$ cat src/rtl/mac_sched_pkg.sv
// Shared types and stage offsets for the MAC pipeline scheduler.
// Optional feature: MAC_SCHED_CLR_EN adds a per-operation accumulator clear bit to the tag.
package mac_sched_pkg;

  localparam int unsigned A_STAGE   = 1;
  localparam int unsigned C_STAGE   = 2;
  localparam int unsigned ACC_STAGE = 3;
  localparam int unsigned RES_STAGE = 4;

  // Sized for the largest supported requester count (16).
  localparam int unsigned MAX_ID_W = 4;

  typedef struct packed {
    logic                valid;
    logic [MAX_ID_W-1:0] id;
`ifdef MAC_SCHED_CLR_EN
    logic                clr;
`endif
  } mac_sched_tag_t;

endpackage

$ cat src/rtl/mac_sched_rr_arb.sv
// Round-robin arbiter: one-hot grant among eligible requesters, searching from ptr.
module mac_sched_rr_arb #(
  parameter int unsigned NUM_REQ = 4
) (
  input  logic                       clk,
  input  logic                       rst_n,
  input  logic [NUM_REQ-1:0]         eligible,
  input  logic                       accept,
  output logic [NUM_REQ-1:0]         grant,
  output logic [$clog2(NUM_REQ)-1:0] ptr
);

  localparam int unsigned ID_W = $clog2(NUM_REQ);

  logic [ID_W-1:0] next_ptr;
  logic            found;
  int unsigned     idx;

  always_comb begin
    grant    = '0;
    next_ptr = ptr;
    found    = 1'b0;
    idx      = 0;
    for (int unsigned i = 0; i < NUM_REQ; i++) begin
      idx = (32'(ptr) + i) % NUM_REQ;
      if (!found && eligible[ID_W'(idx)]) begin
        found              = 1'b1;
        grant[ID_W'(idx)]  = 1'b1;
        next_ptr           = ID_W'((idx + 1) % NUM_REQ);
      end
    end
  end

  always_ff @(posedge clk or negedge rst_n) begin
    if (!rst_n)
      ptr <= '0;
    else if (accept)
      ptr <= next_ptr;
  end

endmodule

$ cat src/rtl/mac_pipe_scheduler.sv
// Shares one 3-stage (a+b)*c+acc datapath among NUM_REQ requesters with per-requester accumulators.
// Optional feature: define MAC_SCHED_CLR_EN to add req_clr (forces dp_acc to zero for that operation).
module mac_pipe_scheduler
  import mac_sched_pkg::*;
#(
  parameter int unsigned NUM_REQ = 4,
  parameter int unsigned WIDTH   = 16
) (
  input  logic                       clk,
  input  logic                       rst_n,
  input  logic [NUM_REQ-1:0]         req_valid,
  output logic [NUM_REQ-1:0]         req_ready,
  input  logic [NUM_REQ*WIDTH-1:0]   req_a,
  input  logic [NUM_REQ*WIDTH-1:0]   req_b,
  input  logic [NUM_REQ*WIDTH-1:0]   req_c,
`ifdef MAC_SCHED_CLR_EN
  input  logic [NUM_REQ-1:0]         req_clr,
`endif
  output logic [WIDTH-1:0]           dp_a,
  output logic [WIDTH-1:0]           dp_b,
  output logic [WIDTH-1:0]           dp_c,
  output logic [WIDTH-1:0]           dp_acc,
  input  logic [WIDTH-1:0]           dp_out,
  output logic                       res_valid,
  output logic [$clog2(NUM_REQ)-1:0] res_id,
  output logic [WIDTH-1:0]           res_data,
  output logic [NUM_REQ*WIDTH-1:0]   acc_out
);

  localparam int unsigned ID_W = $clog2(NUM_REQ);

  logic [NUM_REQ-1:0] pending;
  logic [NUM_REQ-1:0] eligible;
  logic [NUM_REQ-1:0] grant;
  logic [NUM_REQ-1:0] ret_mask;
  logic [ID_W-1:0]    grant_id;
  logic [ID_W-1:0]    arb_ptr;
  logic               accept;
  logic [WIDTH-1:0]   c_q;
  logic [WIDTH-1:0]   acc_sel;
  logic [WIDTH-1:0]   acc [NUM_REQ];
  mac_sched_tag_t     tag [A_STAGE:RES_STAGE];
  logic               unused_bits;

  assign eligible  = rst_n ? (req_valid & ~pending) : '0;
  assign accept    = |grant;
  assign req_ready = grant;

  mac_sched_rr_arb #(.NUM_REQ(NUM_REQ)) u_arb (
    .clk      (clk),
    .rst_n    (rst_n),
    .eligible (eligible),
    .accept   (accept),
    .grant    (grant),
    .ptr      (arb_ptr)
  );

  always_comb begin
    grant_id = '0;
    for (int unsigned i = 0; i < NUM_REQ; i++)
      if (grant[i]) grant_id = ID_W'(i);
  end

  always_ff @(posedge clk or negedge rst_n) begin
    if (!rst_n) begin
      tag[A_STAGE]   <= '0;
      tag[C_STAGE]   <= '0;
      tag[ACC_STAGE] <= '0;
      tag[RES_STAGE] <= '0;
    end else begin
      tag[A_STAGE].valid <= accept;
      tag[A_STAGE].id    <= MAX_ID_W'(grant_id);
`ifdef MAC_SCHED_CLR_EN
      tag[A_STAGE].clr   <= req_clr[grant_id];
`endif
      tag[C_STAGE]   <= tag[A_STAGE];
      tag[ACC_STAGE] <= tag[C_STAGE];
      tag[RES_STAGE] <= tag[ACC_STAGE];
    end
  end

  // acc[id] is sampled one cycle early and registered; pending[id] blocks any
  // write to it before the result, so dp_acc still equals acc[id] in its cycle.
  always_comb begin
    acc_sel = acc[tag[C_STAGE].id[ID_W-1:0]];
`ifdef MAC_SCHED_CLR_EN
    if (tag[C_STAGE].clr) acc_sel = '0;
`endif
  end

  always_ff @(posedge clk or negedge rst_n) begin
    if (!rst_n) begin
      dp_a   <= '0;
      dp_b   <= '0;
      dp_c   <= '0;
      dp_acc <= '0;
      c_q    <= '0;
    end else begin
      if (accept) begin
        dp_a <= req_a[grant_id*WIDTH +: WIDTH];
        dp_b <= req_b[grant_id*WIDTH +: WIDTH];
        c_q  <= req_c[grant_id*WIDTH +: WIDTH];
      end
      if (tag[A_STAGE].valid) dp_c   <= c_q;
      if (tag[C_STAGE].valid) dp_acc <= acc_sel;
    end
  end

  assign res_valid = tag[RES_STAGE].valid;
  assign res_id    = tag[RES_STAGE].id[ID_W-1:0];
  assign res_data  = dp_out;

  always_comb begin
    ret_mask = '0;
    if (res_valid) ret_mask[res_id] = 1'b1;
  end

  always_ff @(posedge clk or negedge rst_n) begin
    if (!rst_n) begin
      pending <= '0;
      for (int unsigned i = 0; i < NUM_REQ; i++) acc[i] <= '0;
    end else begin
      pending <= (pending | grant) & ~ret_mask;
      if (res_valid) acc[res_id] <= dp_out;
    end
  end

  always_comb begin
    acc_out = '0;
    for (int unsigned i = 0; i < NUM_REQ; i++) acc_out[i*WIDTH +: WIDTH] = acc[i];
  end

  assign unused_bits = ^{arb_ptr, tag[RES_STAGE], tag[C_STAGE]};

endmodule

$ cat config.mk
export PLATFORM = sky130hd
export DESIGN_NAME = mac_pipe_scheduler
export DESIGN_NICKNAME = d
export VERILOG_FILES = /design/src/rtl/mac_sched_pkg.sv /design/src/rtl/mac_sched_rr_arb.sv /design/src/rtl/mac_pipe_scheduler.sv
export SDC_FILE = /design/constraint.sdc
export NUM_CORES = 1
export LEC_CHECK = 0
export ABC_AREA = 1
export ABC_CLOCK_PERIOD_IN_PS = 6400
export BUFFER_PORTS_ARGS = -buffer_cell sky130_fd_sc_hd__buf_2
export CAP_MARGIN = 30
export CORE_ASPECT_RATIO = 0.5
export CORE_MARGIN = 1.5
export CORE_UTILIZATION = 52
export DETAILED_ROUTE_END_ITERATION = 7
export GPL_TIMING_DRIVEN = 0
export HOLD_SLACK_MARGIN = 0.1
export PLACE_DENSITY_LB_ADDON = 0.1
export SETUP_SLACK_MARGIN = 0.5
export SYNTH_ARGS = -nofsm -noshare
export SYNTH_HDL_FRONTEND = slang
export SYNTH_HIERARCHICAL = 1
export SYNTH_SLANG_ARGS = --single-unit
export TNS_END_PERCENT = 20
$ cat constraint.sdc
create_clock -name clk -period 6.4 [get_ports clk]
set_input_delay 1.28 -clock clk [delete_from_list [all_inputs] [get_ports clk]]
set_output_delay 1.28 -clock clk [all_outputs]
set_load 0.02 [all_outputs]
==> flow_summary_export.csv <==
group,metric,value,unit
worst_setup_path,crit_path_end_kind,"primary output",
worst_setup_path,critPathRequiredTime,5120,ps
drt,viasPerCell,5.09,
synth,yosysTopAreaCell,"dfrtp_1",
synth,muxShareOfSynthArea,0.0196,
synth,yosys.area_share.simple,0.358,
floorplanning,core,17400,sq um
synth,synthTopCellsByArea,"dfrtp_1, nand2_1, nor2_1, o21ai_0, inv_1",
timing,setup_tns,0,ps
placed_design,io_buffers,364,
global_routing,grt_pass1_wl,46400,um
synth,synth_top_family_by_area,"simple AND/OR/NAND/NOR gates",
timing,setup_ws,1680,ps
synth,synth.most_common_cell,"nand2_1",
synth,syn_area,9220,sq um
synth,synth_edf_count,0,
clock_tree,clkSinkCount,162,
clock_tree,cts.path.max_buffers,2,
status,status,"complete, no violations",
timing,drv_slew,0,
worst_setup_path,critPathCapture,"req_ready[3]",
synth,synth_fa_ha_area_frac,0.00815,
floorplanning,die_w,191,um
layout,syn2layout_area_growth,29.9,%
synth,ys_warn_count,6,
placed_design,gp_congestion,0.928,
placed_design,hpwlAfterDp,21800,um
timing,max_slew_margin,0.571,
timing,fin_worst_skew,19.5,ps
clock_tree,cts_made_buffers,17,
synth,synth_common_cells,"nand2_1, nor2_1, dfrtp_1, inv_1, o21ai_0",
worst_setup_path,timing.rr.start,"u_arb/ptr[0]",
drt,wire_per_inst,14.8,um
min_path,worstHoldPathType,"flip-flop to flip-flop",
worst_setup_path,worst_r2r_path_depth,12,
timing,setup_viol,0,
worst_setup_path,critPathKind,"input pin to primary output",
worst_setup_path,critPathLaunchType,"input pin",
layout,nets,1964,
drt,wl,29500,um
timing,rsz0062_at_grt,"no",
synth,async_reset_ff_frac,1.00,
drt,dr.pass1.iters,8,
synth,synth_xor_xnor_area_share,0.000950,
drt,antenna_left,0,
timing,fmax,0.212,GHz
global_routing,grt.total_usage,0.320,
timing,period_minus_slack,4720,ps
clock_tree,cts-resized-gates,0,
synth,syn_nets,1580,
synth,yosys_most_used_dff,"dfrtp_1",
synth,syn_inst,1360,
clock_tree,htreeDepth,4,
clock_tree,clkLatencyLatePin,440,ps
drt,drt-initial-drc-count,736,
clock_tree,clkTransAtPathRegs,70,ps
clock_tree,cts_root_buf,"clkbuf_16",
layout,drive_gt1_frac,0.283,
synth,yosysUniqueCellTypes,28,
worst_setup_path,cp-startpoint,"rst_n",
floorplanning,row_count,34,
timing,final_hold_viol_count,0,
clock_tree,cts_setup_buffers,0,
clock_tree,hold_buffers,0,
worst_setup_path,worst_ep_arrival_time,3440,ps
timing,fin_crit_sh,0.737,
placed_design,place_ws,1710,ps
global_routing,grt_start_max_net_pins,85,
floorplanning,dieArea,18600,sq um
floorplanning,initial_core_util,0.531,
synth,ys_ff_latch,162,
global_routing,antenna_found_initial,0,
worst_setup_path,worstReg2RegEnd,"u_arb/ptr[0]",
drt,vias,10100,
global_routing,grt_pass1_vias,9378,
drt,drc,0,
synth,ys_seq_area_frac,0.440,
synth,syn_area_per_cell,6.78,sq um
synth,synth_compound_area_frac,0.0646,
worst_setup_path,cp_max_fo,83,
layout,antenna_cells,0,
timing,tightest_slew,644,ps
clock_tree,cts_tree,"built",
job,drv_cap,0,
worst_setup_path,r2r_slack,2870,ps
global_routing,gr-total-overflow,0,
floorplanning,dieHeight,97.1,um
floorplanning,boundaryPins,365,
synth,synth_top_area_share,0.440,
## layer usage
metal	GRT usage	wire length (um)	share of wire
met3	0.0618	2250	0.076
met2	0.542	14200	0.48
met1	0.410	12100	0.41
met5	0	0	0
met4	0.115	914	0.031
## layout by cell type, fill, tap and decap left out, types with 2 or more instances in the layout
| master | synthesis | routed |
|---|---|---|
| a21oi_1 | 5 | 5 |
| buf_1 | 5 | 5 |
| buf_2 | 29 | 392 |
| buf_4 | 29 | 29 |
| buf_6 | 2 | 2 |
| clkbuf_1 | 26 | 26 |
| clkbuf_16 | 0 | 17 |
| clkinv_4 | 0 | 5 |
| clkinv_8 | 0 | 5 |
| dfrtp_1 | 162 | 162 |
| ha_1 | 6 | 6 |
| inv_1 | 127 | 127 |
| inv_2 | 6 | 6 |
| inv_8 | 0 | 3 |
| mux2_2 | 16 | 16 |
| nand2_1 | 493 | 493 |
| nand2_2 | 8 | 8 |
| nand2_4 | 2 | 2 |
| nand3_1 | 62 | 62 |
| nand3_2 | 2 | 2 |
| nor2_1 | 264 | 264 |
| nor2_4 | 2 | 2 |
| o21a_1 | 3 | 3 |
| o21ai_0 | 98 | 98 |
| o21ai_1 | 6 | 6 |
## registers in the layout, indices dropped and copies added (netlist names)
signal / cells
acc_out: 64
dp_c: 16
c_q: 16
dp_acc: 16
dp_b: 16
pending: 4
u_arb/ptr: 2
tag: 9
dp_a: 16
res_valid: 1
res_id: 2
## worst min-delay path by stage
stage                  from         to  slack, ps  cells after the start
global placement    tag[15]    tag[10]        330                      0
floorplan            tag[5]  res_id[0]        330                      0
detailed placement   tag[5]  res_id[0]        330                      0
finish               tag[5]  res_id[0]        340                      0
CTS                  tag[5]  res_id[0]        350                      0
global route         tag[6]  res_id[1]        350                      0
## worst max-delay path: stages
cell	delay, ps
buf_8	440
nand2_1	110
nor2_1	190
nand2_1	130
nand2_1	100
nand2_1	50
nand2_1	140
nand2_2	130
o21ai_1	180
a21oi_1	60
o21ai_1	310
buf_2	270
## area by class of cell
type	instances	area, sq um
fill	1588	5380
clock inverter	14	168
multi-input combinational	974	4160
buffer	91	502
tap	234	293
clock buffer	18	439
sequential	162	4050
timing repair buffer	365	1860
inverter	133	499
## kinds of logic after synthesis
family | Yosys count
compound gates | 115
xor+xnor | 1
fa+ha+maj | 6
buf+inv | 224
flops | 162
mux | 16
simple gates | 836
## stage by stage
| step | utilization | hold slack [ps] | instance area [sq um] | std cells |
|---|---|---|---|---|
| final | 0.690 | 342 | 12000 | 1991 |
| after global routing | 0.690 | 355 | 12000 | 1991 |
| after detailed placement | 0.655 | 335 | 11400 | 1959 |
| after floorplan | - | 331 | 9220 | 1360 |
| after global placement | 0.653 | 331 | 11300 | 1958 |
| after CTS | 0.690 | 345 | 12000 | 1991 |
Power is left out: the tool's default activity adds up to more than one toggle a clock period on the data nets, which glitch-free logic cannot reach.
